**src/rtl/mem_access_stage_if.sv**
```systemverilog
// Data-memory bus between the MEM stage (master) and the memory (slave).
interface mem_access_stage_if;
    logic        dmem_req;
    logic        dmem_we;
    logic [31:0] dmem_addr;
    logic [3:0]  dmem_be;
    logic [31:0] dmem_wdata;
    logic        dmem_ack;
    logic [31:0] dmem_rdata;

    modport master (
        output dmem_req, dmem_we, dmem_addr, dmem_be, dmem_wdata,
        input  dmem_ack, dmem_rdata
    );

    modport slave (
        input  dmem_req, dmem_we, dmem_addr, dmem_be, dmem_wdata,
        output dmem_ack, dmem_rdata
    );
endinterface

```
**src/rtl/mem_access_stage.sv**
```systemverilog
// MEM-stage data-memory access: req/ack bus transaction, byte lanes, load extension.
// Latency: 3 cycles minimum (IDLE, BUSY, DONE); each late-ack cycle adds one stall cycle.
// Backpressure: MemStall holds the pipeline while busy; MEM_TIMEOUT_EN adds a BUSY timeout (BusErr).
module mem_access_stage #(
    parameter int unsigned TIMEOUT_CYCLES = 255
) (
    input  logic                clock,
    input  logic                reset_n,
    input  logic [2:0]          MemRead_MEM,
    input  logic [1:0]          MemWrite_MEM,
    input  logic [2:0]          WriteMemDataLength_MEM,
    input  logic [3:0]          ReadMemExtSignal_MEM,
    input  logic [31:0]         AluResult_MEM,
    input  logic [31:0]         WriteMemData_MEM,
    mem_access_stage_if.master  dmem,
    output logic [31:0]         ReadMemData_MEM,
    output logic                MemStall,
    output logic                MisalignExc,
    output logic                BusErr
);

    typedef enum logic [1:0] {IDLE, BUSY, DONE} state_e;
    typedef enum logic [1:0] {SZ_BYTE, SZ_HALF, SZ_WORD} size_e;

    if (TIMEOUT_CYCLES == 0) begin : g_bad_timeout
        $error("TIMEOUT_CYCLES must be at least 1");
    end

    function automatic size_e decode_size(input logic [2:0] enc);
        case (enc)
            3'd1:    return SZ_BYTE;
            3'd2:    return SZ_HALF;
            default: return SZ_WORD;
        endcase
    endfunction

    state_e      state_q, state_d;
    logic        req_q, req_d;
    logic        we_q, we_d;
    logic [31:0] addr_q, addr_d;
    logic [3:0]  be_q, be_d;
    logic [31:0] wdata_q, wdata_d;
    logic [31:0] rdata_q, rdata_d;
    logic        is_load_q, is_load_d;
    size_e       ld_size_q, ld_size_d;
    logic [1:0]  ld_off_q, ld_off_d;
    logic        ld_sign_q, ld_sign_d;
`ifdef MEM_TIMEOUT_EN
    localparam int CNT_W = ($clog2(TIMEOUT_CYCLES + 1) > 8) ? $clog2(TIMEOUT_CYCLES + 1) : 8;
    logic [CNT_W-1:0] cnt_q, cnt_d;
    logic             buserr_q, buserr_d;
`endif

    logic        is_store, is_load, op_vld, aligned;
    size_e       size_c;
    logic [3:0]  be_c;
    logic [31:0] wdata_c;
    logic [31:0] ld_ext;
    logic [7:0]  ld_byte;
    logic [15:0] ld_half;
    logic        stall_c, misalign_c;

    // Store wins when both controls are set.
    assign is_store = |MemWrite_MEM;
    assign is_load  = (|MemRead_MEM) && !is_store;
    assign op_vld   = is_store || is_load;
    assign size_c   = decode_size(is_store ? WriteMemDataLength_MEM : ReadMemExtSignal_MEM[2:0]);

    always_comb begin
        be_c    = 4'b1111;
        wdata_c = WriteMemData_MEM;
        aligned = (AluResult_MEM[1:0] == 2'b00);
        case (size_c)
            SZ_BYTE: begin
                be_c    = 4'b0001 << AluResult_MEM[1:0];
                wdata_c = {4{WriteMemData_MEM[7:0]}};
                aligned = 1'b1;
            end
            SZ_HALF: begin
                be_c    = AluResult_MEM[1] ? 4'b1100 : 4'b0011;
                wdata_c = {2{WriteMemData_MEM[15:0]}};
                aligned = !AluResult_MEM[0];
            end
            default: ;
        endcase
    end

    always_comb begin
        ld_byte = dmem.dmem_rdata[{ld_off_q, 3'b000} +: 8];
        ld_half = dmem.dmem_rdata[{ld_off_q[1], 4'b0000} +: 16];
        case (ld_size_q)
            SZ_BYTE: ld_ext = {{24{ld_sign_q & ld_byte[7]}}, ld_byte};
            SZ_HALF: ld_ext = {{16{ld_sign_q & ld_half[15]}}, ld_half};
            default: ld_ext = dmem.dmem_rdata;
        endcase
    end

    always_comb begin
        state_d    = state_q;
        req_d      = req_q;
        we_d       = we_q;
        addr_d     = addr_q;
        be_d       = be_q;
        wdata_d    = wdata_q;
        rdata_d    = rdata_q;
        is_load_d  = is_load_q;
        ld_size_d  = ld_size_q;
        ld_off_d   = ld_off_q;
        ld_sign_d  = ld_sign_q;
        stall_c    = 1'b0;
        misalign_c = 1'b0;
`ifdef MEM_TIMEOUT_EN
        cnt_d      = cnt_q;
        buserr_d   = 1'b0;
`endif
        case (state_q)
            IDLE: begin
                if (op_vld && !aligned) begin
                    misalign_c = 1'b1;
                    rdata_d    = '0;
                end else if (op_vld) begin
                    stall_c   = 1'b1;
                    state_d   = BUSY;
                    req_d     = 1'b1;
                    we_d      = is_store;
                    addr_d    = {AluResult_MEM[31:2], 2'b00};
                    be_d      = be_c;
                    wdata_d   = is_store ? wdata_c : '0;
                    is_load_d = is_load;
                    ld_size_d = size_c;
                    ld_off_d  = AluResult_MEM[1:0];
                    ld_sign_d = ReadMemExtSignal_MEM[3];
`ifdef MEM_TIMEOUT_EN
                    cnt_d     = '0;
`endif
                end
            end
            BUSY: begin
                stall_c = 1'b1;
                if (dmem.dmem_ack) begin
                    req_d   = 1'b0;
                    we_d    = 1'b0;
                    state_d = DONE;
                    if (is_load_q) rdata_d = ld_ext;
                end
`ifdef MEM_TIMEOUT_EN
                else if (cnt_q == CNT_W'(TIMEOUT_CYCLES - 1)) begin
                    req_d    = 1'b0;
                    we_d     = 1'b0;
                    buserr_d = 1'b1;
                    rdata_d  = '0;
                    state_d  = DONE;
                end else begin
                    cnt_d = cnt_q + 1'b1;
                end
`endif
            end
            // DONE lets the pipeline advance and never re-issues the held instruction.
            DONE:    state_d = IDLE;
            default: state_d = IDLE;
        endcase
    end

    always_ff @(posedge clock or negedge reset_n) begin
        if (!reset_n) begin
            state_q   <= IDLE;
            req_q     <= 1'b0;
            we_q      <= 1'b0;
            addr_q    <= '0;
            be_q      <= '0;
            wdata_q   <= '0;
            rdata_q   <= '0;
            is_load_q <= 1'b0;
            ld_size_q <= SZ_WORD;
            ld_off_q  <= '0;
            ld_sign_q <= 1'b0;
`ifdef MEM_TIMEOUT_EN
            cnt_q     <= '0;
            buserr_q  <= 1'b0;
`endif
        end else begin
            state_q   <= state_d;
            req_q     <= req_d;
            we_q      <= we_d;
            addr_q    <= addr_d;
            be_q      <= be_d;
            wdata_q   <= wdata_d;
            rdata_q   <= rdata_d;
            is_load_q <= is_load_d;
            ld_size_q <= ld_size_d;
            ld_off_q  <= ld_off_d;
            ld_sign_q <= ld_sign_d;
`ifdef MEM_TIMEOUT_EN
            cnt_q     <= cnt_d;
            buserr_q  <= buserr_d;
`endif
        end
    end

    assign dmem.dmem_req   = req_q;
    assign dmem.dmem_we    = we_q;
    assign dmem.dmem_addr  = addr_q;
    assign dmem.dmem_be    = be_q;
    assign dmem.dmem_wdata = wdata_q;
    assign ReadMemData_MEM = rdata_q;
    assign MemStall        = reset_n & stall_c;
    assign MisalignExc     = reset_n & misalign_c;
`ifdef MEM_TIMEOUT_EN
    assign BusErr          = buserr_q;
`else
    assign BusErr          = 1'b0;
`endif

endmodule

```
**src/flat_wrapper.sv**
```systemverilog
// flat-port wrapper written by rule: the top's interface ports become plain ports
module mem_access_stage_flat 
#(
    parameter int unsigned TIMEOUT_CYCLES = 255
)
  (clock, reset_n, MemRead_MEM, MemWrite_MEM, WriteMemDataLength_MEM, ReadMemExtSignal_MEM, AluResult_MEM, WriteMemData_MEM, ReadMemData_MEM, MemStall, MisalignExc, BusErr, dmem_dmem_req, dmem_dmem_we, dmem_dmem_addr, dmem_dmem_be, dmem_dmem_wdata, dmem_dmem_ack, dmem_dmem_rdata);
  mem_access_stage_if dmem_i ();
  input  logic clock;
  input  logic reset_n;
  input  logic [2:0] MemRead_MEM;
  input  logic [1:0] MemWrite_MEM;
  input  logic [2:0] WriteMemDataLength_MEM;
  input  logic [3:0] ReadMemExtSignal_MEM;
  input  logic [31:0] AluResult_MEM;
  input  logic [31:0] WriteMemData_MEM;
  output logic [31:0] ReadMemData_MEM;
  output logic MemStall;
  output logic MisalignExc;
  output logic BusErr;
  output wire logic [$bits(dmem_i.dmem_req)-1:0] dmem_dmem_req;
  output wire logic [$bits(dmem_i.dmem_we)-1:0] dmem_dmem_we;
  output wire logic [$bits(dmem_i.dmem_addr)-1:0] dmem_dmem_addr;
  output wire logic [$bits(dmem_i.dmem_be)-1:0] dmem_dmem_be;
  output wire logic [$bits(dmem_i.dmem_wdata)-1:0] dmem_dmem_wdata;
  input wire logic [$bits(dmem_i.dmem_ack)-1:0] dmem_dmem_ack;
  input wire logic [$bits(dmem_i.dmem_rdata)-1:0] dmem_dmem_rdata;
  assign dmem_dmem_req = dmem_i.dmem_req;
  assign dmem_dmem_we = dmem_i.dmem_we;
  assign dmem_dmem_addr = dmem_i.dmem_addr;
  assign dmem_dmem_be = dmem_i.dmem_be;
  assign dmem_dmem_wdata = dmem_i.dmem_wdata;
  assign dmem_i.dmem_ack = dmem_dmem_ack;
  assign dmem_i.dmem_rdata = dmem_dmem_rdata;
  mem_access_stage #(.TIMEOUT_CYCLES(TIMEOUT_CYCLES)) u_core (.clock(clock), .reset_n(reset_n), .MemRead_MEM(MemRead_MEM), .MemWrite_MEM(MemWrite_MEM), .WriteMemDataLength_MEM(WriteMemDataLength_MEM), .ReadMemExtSignal_MEM(ReadMemExtSignal_MEM), .AluResult_MEM(AluResult_MEM), .WriteMemData_MEM(WriteMemData_MEM), .dmem(dmem_i), .ReadMemData_MEM(ReadMemData_MEM), .MemStall(MemStall), .MisalignExc(MisalignExc), .BusErr(BusErr));
endmodule
```
**config.mk**
```make
export PLATFORM = sky130hd
export DESIGN_NAME = mem_access_stage_flat
export DESIGN_NICKNAME = d
export VERILOG_FILES = /design/src/rtl/mem_access_stage_if.sv /design/src/rtl/mem_access_stage.sv /design/src/flat_wrapper.sv
export SDC_FILE = /design/constraint.sdc
export NUM_CORES = 1
export LEC_CHECK = 0
export BUFFER_PORTS_ARGS = -buffer_cell sky130_fd_sc_hd__buf_2
export CAP_MARGIN = 5
export CORE_ASPECT_RATIO = 0.6
export CORE_UTILIZATION = 44
export CTS_CLUSTER_DIAMETER = 60
export DETAILED_ROUTE_END_ITERATION = 12
export HOLD_SLACK_MARGIN = 0.08
export PLACE_DENSITY_LB_ADDON = 0.05
export SLEW_MARGIN = 20
export SYNTH_ARGS = -nofsm -noshare
export SYNTH_HDL_FRONTEND = slang
export SYNTH_SLANG_ARGS = --single-unit
```
**constraint.sdc**
```tcl
create_clock -name clock -period 2.09 [get_ports clock]
set_clock_uncertainty 0.1 [all_clocks]
set_input_delay 0 -clock clock [delete_from_list [all_inputs] [get_ports clock]]
set_output_delay 0 -clock clock [all_outputs]
set_load 0.1 [all_outputs]
```
==> results of run 1 <==
## stage by stage
stage          hold WS, ns  instances  cell area [um^2]  worst slack (ns)  util [%]
6_report            0.1095        973              8239            0.1158     70.81
5_1_grt             0.1087        973              8239           0.01306     70.81
4_1_cts             0.1331        973              8222           0.03114     70.66
3_5_place_dp       0.07645        850              6813            0.1255     58.55
3_3_place_gp       0.05766        850              6813            0.1981     58.55
2_1_floorplan      -0.3956        480              5436           0.05670         -
## worst max-delay path: stages
cell and delay, ns:
dlygate4sd3_1 0.53, buf_2 0.12, mux2i_1 0.12, buf_4 0.15
and3_4 0.22, buf_12 0.15, o211ai_1 0.10, dlygate4sd3_1 0.60
mux2i_1 0.14
## cell usage after synthesis, drive strengths merged (11+ instances only)
cell type | count | area share [%]
dfrtp | 107 | 49
mux2 | 52 | 14
nor2 | 45 | 3.1
mux2i | 41 | 7.6
inv | 39 | 2.7
nand2 | 30 | 2.1
o21ai | 30 | 2.8
o2bb2ai | 19 | 3.2
buf | 17 | 2.7
clkbuf | 16 | 1.1
o211ai | 16 | 2.2
a21oi | 11 | 1.0
## layout by cell type, fill, tap and decap left out, drive strengths merged, types with 3 or more instances in the layout
cell         netlist  final
a21o               7      7
a21oi             11     11
a22o               7      7
a22oi              8      8
a31oi              7      7
buf               17    243
clkbuf            16      9
clkinv             0      3
conb               1      3
dfrtp            107    107
dlygate4sd3        0    107
inv               39     42
mux2              52     52
mux2i             41     41
nand2             30     30
nor2              45     45
o211ai            16     16
o21ai             30     30
o2bb2ai           19     19
## registers in the layout, indices dropped and copies added (netlist names)
signal                  count
u_core.dmem.dmem_we         1
u_core.ld_sign_q            1
u_core.state_q              2
u_core.dmem.dmem_wdata     32
u_core.is_load_q            1
u_core.dmem.dmem_req        1
u_core.ld_off_q             2
u_core.ReadMemData_MEM     32
u_core.dmem.dmem_addr      30
u_core.dmem.dmem_be         4
u_core.ld_size_q            2
## timing repair
action | CTS | global route
hold buffers | 107 | 0
hold endpoints to repair | 213 | 0
setup endpoints to repair | 0 | 5
gates resized for setup | 0 | 5
## per-layer routing
layer,vias up,routed length [um],track usage (%)
li1,2338,-,-
met1,2267,7918,38.29
met2,257,7046,39.07
met3,35,1347,7.240
met4,0,342,8.804
met5,-,0,0
## layout make-up
type | instances | area (um^2) | area share [%]
flip-flops and latches | 108 | 2704 | 32.82
inverters | 39 | 146.4 | 1.777
repair buffers | 350 | 2460 | 29.86
multi-input cells | 300 | 2391 | 29.02
well taps | 160 | 200.2 | 2.430
clock inverters | 7 | 112.6 | 1.367
clock buffers | 9 | 225.2 | 2.733
## worst max-delay path by stage
stage	endpoint	slack [ns]
after floorplan	u_core.ReadMemData_MEM[16]	0.06
after global placement	u_core.dmem.dmem_addr[23]	0.20
after detailed placement	u_core.dmem.dmem_addr[26]	0.13
after CTS	u_core.dmem.dmem_wdata[24]	0.03
after global routing	u_core.dmem.dmem_wdata[28]	0.01
final	u_core.dmem.dmem_wdata[28]	0.12
## cell families after synthesis
logic type / Yosys count / synth area share, %
AO/OA/AOI/OAI: 113 / 14.64
flip-flops: 108 / 49.98
buffers and inverters: 72 / 6.545
AND/OR/NAND/NOR: 89 / 7.054
other: 1 / 0.06931
XOR/XNOR: 2 / 0.3238
multiplexers: 93 / 21.39
==> impl_results.md, run 1 <==
* Global-route wire length before repair at ~26000 um
* Drt wl/cell at 17.12 um
* Vias in the first global route at between 4000 and 5000
* Number of nets in the layout at around 920
* Status: finished, final reports clean
* Crit share post-route at a little over nine tenths
* Layout cell share with drive strength beyond 1 at approximately 39%
* Hold WC Path Type: primary input to flop
* Final hold vios at 0
* DRC Markers at 0
* Routed Antenna Nets at 0
* CP Launch Type: primary input
* Reg2Reg Launch Point: u_core.state_q[0]
* Synthesis warning total at 0
* I/O pins at between 200 and 250
* Initial DRC count at around 220
* Maximum clock insertion buffer count at 2
* GRT overflow at 0
* Slew Limit Headroom at roughly 59%
* FF-to-FF setup slack at roughly 0.25 ns
* CP endpoint kind: flop
* Yosys cell types at 42
* Synth async-reset ratio at 100.0%
* CTS clock-pin slew for the worst setup and hold paths at 0.08 ns
* Post-DP HPWL at 11080 um
* Post-synth EDFFs at 0
* Reg2Reg Depth at 4
* Final setup violation count at 0
* Antenna fix cells at 0
* Initial antenna violation count at 0
* Die area at about 0.013 mm^2
* H-tree Lvls at 3
* CP max FO at 16
* Syn_area_per_cell at 11.32 um^2
* RSZ-0062 raised after global routing: no
* CTS Root Cell: clkbuf_16
* Gp weighted congestion at between 0.8 and 0.9
* Synth Cell Area at between 0.005 and 0.006 mm^2
* HP Start: ReadMemExtSignal_MEM[1]
* Area of the core at ~0.012 mm^2
* Gr usage total at approximately a quarter
* Filler Cells Inserted at around 860
* Largest net degree at the start of global routing at 109
* Worst Setup SP: ReadMemExtSignal_MEM[2]
* Starting Density at approximately 46%
* Worst EP arrival at 2.14 ns
* Layout area overhead at 52.29%
* Flops & latches, synth at ~110
* Synth Flop Type: dfrtp_1
* Critical path class: primary input to flop
* Via count at 4897
* IO Port Bufs at 212
* Vias per cell at approximately 5
* Register area share after synthesis at 49.98%
* Hold Crit Depth at 5
* Worst-Skew Late Latency at 0.35 ns
* CTS tree: built
* Die Wd at between 100 and 150 um
* R2r endpoint: u_core.ReadMemData_MEM[20]
* Hold path endpoint: u_core.ld_size_q[1]
* CTS Buf Count at 9
* WL final at around 17000 um
* Measured slew at the worst slew-check pin at 0.6179 ns
* Setup_tns at 0 ns
* Pins Over Slew Limit at 0
* Fin crit period at 1.974 ns
* Req. time, crit path at 2.26 ns
* TritonRoute pass-1 iters at 6
* Fmax at between 500 and 600 MHz
* Clock sink count at between 100 and 150
* Setup Buffers After CTS at 0
* Mapped Cells at about 480
* Die H at 87.89 um
* Row count at 30
* Max-cap violations at 0
Power of run 1 is left out: the tool's default activity adds up to more than one toggle a clock period on the data nets, which glitch-free logic cannot reach.
==> run 2, diff against run 1 <==
--- a/config.mk
+++ b/config.mk
@@ -13,6 +13,7 @@
 export DETAILED_ROUTE_END_ITERATION = 12
 export HOLD_SLACK_MARGIN = 0.08
 export PLACE_DENSITY_LB_ADDON = 0.05
+export SETUP_SLACK_MARGIN = 0.02
 export SLEW_MARGIN = 20
 export SYNTH_ARGS = -nofsm -noshare
 export SYNTH_HDL_FRONTEND = slang
==> constraint.sdc (replaced) <==
create_clock -name clock -period 1.8 [get_ports clock]
set_clock_uncertainty 0.1 [all_clocks]
set_input_delay 0 -clock clock [delete_from_list [all_inputs] [get_ports clock]]
set_output_delay 0 -clock clock [all_outputs]
set_load 0.1 [all_outputs]
==> run 2 against run 1 <==
  * The run now ends with setup timing left
  * Sequential share of layout area decreased by 0.66 points
  * Critical path type is now flop to flop
  * Non-clock buffer count increased by 7
  * Largest cell class unchanged
  * Count of clock-buffer cells in the layout increased by 1
  * Cell area increased by 2.1%
  * Worst hold slack got worse by 0.0022 ns
  * Flip-flop and latch count unchanged
  * Setup slack got worse by 0.13 ns
  * Final cell count increased by 0.72%
  * Highest routed layer unchanged
  * First-iteration DRC count increased by 39%
==> impl_results.md, run 2 (synthesis results as in run 1) <==
* Status: complete, but fails checks
* Violated checks: setup timing
* CP max FO at 32
* Starting Density at between 40% and 50%
* Fin crit period at around 1.8 ns
* R2r endpoint: u_core.ReadMemData_MEM[21]
* Slowest CP cell: dfrtp_1
* Gp weighted congestion at between 0.8 and 0.9
* Crit path to: u_core.ReadMemData_MEM[21]
* Maximum clock insertion buffer count at 2
* Gr usage total at a little over a quarter
* WL final at ~17000 um
* Worst path max stage delay at approximately 0.43 ns
* Post-DP HPWL at about 11000 um
* CTS Root Cell: clkbuf_16
* DRC Markers at 0
* Req. time, crit path at 1.93 ns
* Filler Cells Inserted at around 840
* Area of the core at between 0.01 and 0.015 mm^2
* Fin util at 72.26%
* Slew Limit Headroom at between 40 and 50%
* Initial antenna violation count at 0
* FF-to-FF setup slack at -0.02 ns
* CTS Buf Count at 9
* Largest net degree at the start of global routing at 92
* Vias in the first global route at 5009
* Die Wd at around 150 um
* Pins Over Slew Limit at 0
* Hold WC Path Type: primary input to async pin
* CTS tree: built
* Critical path class: flop to flop
* Initial DRC count at 310
* Measured slew at the worst slew-check pin at ~0.76 ns
* CP endpoint kind: flop
* TritonRoute pass-1 iters at 5
* Via count at between 5000 and 6000
* Routed Antenna Nets at 0
* Antenna fix cells at 0
* Reg2Reg Depth at 4
* Place WS at -0.1140 ns
* GRT overflow at 0
* Final setup violation count at 7
* Die area at roughly 0.013 mm^2
* I/O pins at 216
* RSZ-0062 raised after global routing: yes
* Worst Setup SP: u_core.state_q[1]
* H-tree Lvls at 3
* Fmax at between 500 and 600 MHz
* Layout cell share with drive strength beyond 1 at between 40% and 50%
* Worst EP arrival at between 1.5 and 2 ns
* IO Port Bufs at approximately 210
* Crit share post-route at 100.9%
* Vias per cell at 5.160
* Drt wl/cell at approximately 17 um
* Max-cap violations at 0
* Reg2Reg Launch Point: u_core.state_q[1]
* Number of nets in the layout at 926
* Commonest non-fill, non-tap cell in the layout: buf_2
* Crit path cell chain: or3_4 > o32a_1 > buf_12 > a22o_1
* Die H at 87.89 um
* Layout area overhead at 55.41%
* Setup_tns at -0.06451 ns
* Hold WS at 0.1073 ns
* Final hold vios at 0
* Clock sink count at 108
* CP Launch Type: flop
* Worst-Skew Late Latency at 0.34 ns
* CTS clock-pin slew for the worst setup and hold paths at around 0.080 ns
* Commonest cells after routing, fill and taps aside: buf_2, dlygate4sd3_1, dfrtp_1
* Setup ws final at -0.01701 ns
* Global-route wire length before repair at roughly 27000 um
* Row count at 30
run 2: cell count changes in the layout (fill, tap and decap cells not counted), sizes merged:
cell,change
clkinv,-2
clkbuf,+1
inv,+2
bufinv,-1
buf,+7
run 2: timing repair:
| item | in CTS | in global routing |
|---|---|---|
| gates resized for setup | 1 | 18 |
| setup buffers | 1 | 0 |
| pin swaps | 1 | 5 |
| endpoints found under the setup margin | 9 | 72 |
| endpoints found under the hold margin | 212 | 0 |
| hold buffers | 107 | 0 |
run 2: layout make-up:
| type | instances | area, um^2 | share of cell area, % |
|---|---|---|---|
| sequential | 108 | 2704 | 32.16 |
| timing repair buffer | 357 | 2556 | 30.40 |
| multi-input combinational | 300 | 2510 | 29.85 |
| clock buffer | 10 | 229.0 | 2.723 |
| tap | 160 | 200.2 | 2.381 |
| inverter | 39 | 146.4 | 1.741 |
| clock inverter | 6 | 62.56 | 0.7440 |
run 2: worst min path at each step:
stage / cells past startpoint / end / slack (ns) / from
2_1_floorplan: 0 / u_core.ReadMemData_MEM[0] / -0.40 / reset_n
3_3_place_gp: 1 / u_core.state_q[0] / -0.19 / reset_n
3_5_place_dp: 1 / u_core.is_load_q / -0.19 / reset_n
4_1_cts: 2 / u_core.ld_size_q[1] / 0.09 / reset_n
5_1_grt: 2 / u_core.ld_size_q[1] / 0.1 / reset_n
6_report: 2 / u_core.ld_size_q[1] / 0.11 / reset_n
run 2: layer usage:
layer  track usage, %  vias up  part of all wire, %
met1            38.75     2453                   47
li1                 -     2341                    -
met4            7.656        0                  1.8
met5                0        -                    0
met2            41.61      230                   44
met3            6.875       33                  7.2
run 2: stage by stage:
step           cell area [um^2]  cells
3_3_place_gp               6962    856
2_1_floorplan              5522    480
5_1_grt                    8408    980
6_report                   8408    980
3_5_place_dp               6962    856
4_1_cts                    8335    980
run 2: worst max-delay path: cells and delay by family (launching register included):
kind	cells	cell delay, ns
compound gates	2	0.58
buf+inv	1	0.18
flops	1	0.43
simple gates	1	0.40
Power of run 2 is left out for the same reason.
==> run 3, diff against run 2 <==
--- a/config.mk
+++ b/config.mk
@@ -12,7 +12,7 @@
 export CTS_CLUSTER_DIAMETER = 60
 export DETAILED_ROUTE_END_ITERATION = 12
 export HOLD_SLACK_MARGIN = 0.08
-export PLACE_DENSITY_LB_ADDON = 0.05
+export PLACE_DENSITY = 0.79
 export SETUP_SLACK_MARGIN = 0.02
 export SLEW_MARGIN = 20
 export SYNTH_ARGS = -nofsm -noshare
==> run 3 against run 2 <==
  * The run still ends with setup timing left
  * Final cell count is 0.10% lower
  * Count of clock-buffer cells in the layout is 1 higher
  * Non-clock buffer count is 1 lower
  * Routed wire length is 0.68% higher
  * Sequential share of layout area is 0.42 points higher
  * Critical path depth stayed put
  * First-iteration DRC count is 35% higher
  * Register-to-register slack worse by 0.05 ns
  * Via count is 0.97% higher
  * Core utilization is 0.92 points lower
  * Cell area is 1.3% lower
==> impl_results.md, run 3 (synthesis results as in run 1) <==
* Status: complete, but fails checks
* Violated checks: setup timing
* IO Port Bufs at ~210
* CTS clock-pin slew for the worst setup and hold paths at 0.08 ns
* Vias in the first global route at 5137
* Worst EP arrival at 1.79 ns
* Fin util at about 70%
* Req. time, crit path at 1.70 ns
* CP Launch Type: flop
* Clock sink count at 108
* Vias per cell at 5.216
* Worst Setup SP: u_core.state_q[1]
* Starting Density at a little under half
* CTS Root Cell: clkbuf_16
* FF-to-FF setup slack at -0.07 ns
* GRT overflow at 0
* Global-route wire length before repair at approximately 27000 um
* Worst-Skew Late Latency at roughly 0.34 ns
* Post-DP HPWL at 11730 um
* Critical path class: flop to primary output
* Commonest cells after routing, fill and taps aside: buf_2, dfrtp_1, dlygate4sd3_1
* Final setup violation count at 38
* TritonRoute pass-1 iters at 6
* Antenna fix cells at 0
* Crit share post-route at 104.9%
* Fmax at 529.5 MHz
* Initial DRC count at ~420
* CTS Buf Count at 9
* R2r endpoint: u_core.ReadMemData_MEM[22]
* Layout area overhead at 53.42%
* Crit path to: MisalignExc
* H-tree Lvls at 3
* Maximum clock insertion buffer count at 2
* I/O pins at ~220
* Die area at roughly 0.013 mm^2
* Die H at ~88 um
* Gp weighted congestion at 0.8891
* Final hold vios at 0
* CP max FO at 2
* Die Wd at between 100 and 150 um
* Layout cell share with drive strength beyond 1 at 41.51%
* Reg2Reg Launch Point: u_core.state_q[1]
* Max-cap violations at 0
* Commonest non-fill, non-tap cell in the layout: buf_2
* DRC Markers at 0
* WL final at roughly 17000 um
* Reg2Reg Depth at 5
* Measured slew at the worst slew-check pin at roughly 0.56 ns
* CTS tree: built
* RSZ-0062 raised after global routing: yes
* Gr usage total at a little over a quarter
* Pins Over Slew Limit at 0
* Via count at 5106
* CP endpoint kind: primary output
* Fin crit period at ~1.9 ns
* Number of nets in the layout at roughly 930
* Hold WC Path Type: primary input to flop
* Routed Antenna Nets at 0
* Row count at 30
* Initial antenna violation count at 0
* Area of the core at between 0.01 and 0.015 mm^2
* Largest net degree at the start of global routing at around 100
* Drt wl/cell at 17.52 um
* Setup ws final at -0.08873 ns
* Slew Limit Headroom at a little over three fifths
==> run 3: changes by cell type in the layout (fill, tap and decap cells not counted), sizes merged <==
cell,delta
clkbuf,+1
inv,-2
clkinvlp,+1
buf,+5
dlygate4sd3,-6
==> run 3: metal layers <==
layer / routed length (um) / global-route usage [%] / vias to the layer above / share of wire [%]
met3: 1440 / 7.292 / 45 / 8.4
met1: 7625 / 37.04 / 2413 / 44
li1: - / - / 2346 / -
met4: 307 / 7.464 / 0 / 1.8
met2: 7778 / 43.09 / 302 / 45
met5: 0 / 0 / - / 0
==> run 3: worst min-delay path by stage <==
| stage | slack (ns) | endpoint | start | depth (start not counted) |
|---|---|---|---|---|
| CTS | 0.13 | u_core.dmem.dmem_be[1] | AluResult_MEM[0] | 4 |
| finish | 0.15 | u_core.is_load_q | MemWrite_MEM[0] | 4 |
| detailed placement | -0.25 | u_core.state_q[0] | reset_n | 1 |
| global placement | -0.26 | u_core.state_q[1] | reset_n | 1 |
| floorplan | -0.40 | u_core.ReadMemData_MEM[0] | reset_n | 0 |
| global route | 0.17 | u_core.dmem.dmem_be[1] | AluResult_MEM[0] | 4 |
==> run 3: layout make-up <==
type	instances	area (um^2)
clock buffers	11	252.7
multi-input cells	300	2459
clock inverters	5	41.29
inverters	39	146.4
fillers	840	3336
flip-flops and latches	108	2704
well taps	160	200.2
repair buffers	356	2497
==> run 3: critical path, stage by stage, from the launching register on <==
cell     delay (ns)
dfrtp_1        0.38
or3_4          0.38
buf_6          0.13
nor4b_4        0.34
buf_12         0.23
==> run 3: metrics by stage <==
stage	setup WS [ns]	instance area (um^2)	setup TNS (ns)	std cells	hold slack [ns]
after floorplan	-0.1957	5522	-0.3720	480	-0.3956
after global placement	-0.07997	6952	-3.685	858	-0.2552
after detailed placement	-0.1401	6952	-7.966	858	-0.2527
after CTS	-0.07554	8287	-0.4833	978	0.1303
after global routing	-0.1549	8300	-6.724	979	0.1692
final	-0.08873	8300	-0.8065	979	0.1483
==> run 3: what timing repair did <==
action,CTS,global route
endpoints found under the setup margin,10,92
setup buffers,3,1
hold buffers,101,0
resized for setup,2,2
hold endpoints to repair,209,0
pin swaps,2,0
Power of run 3 is left out for the same reason.
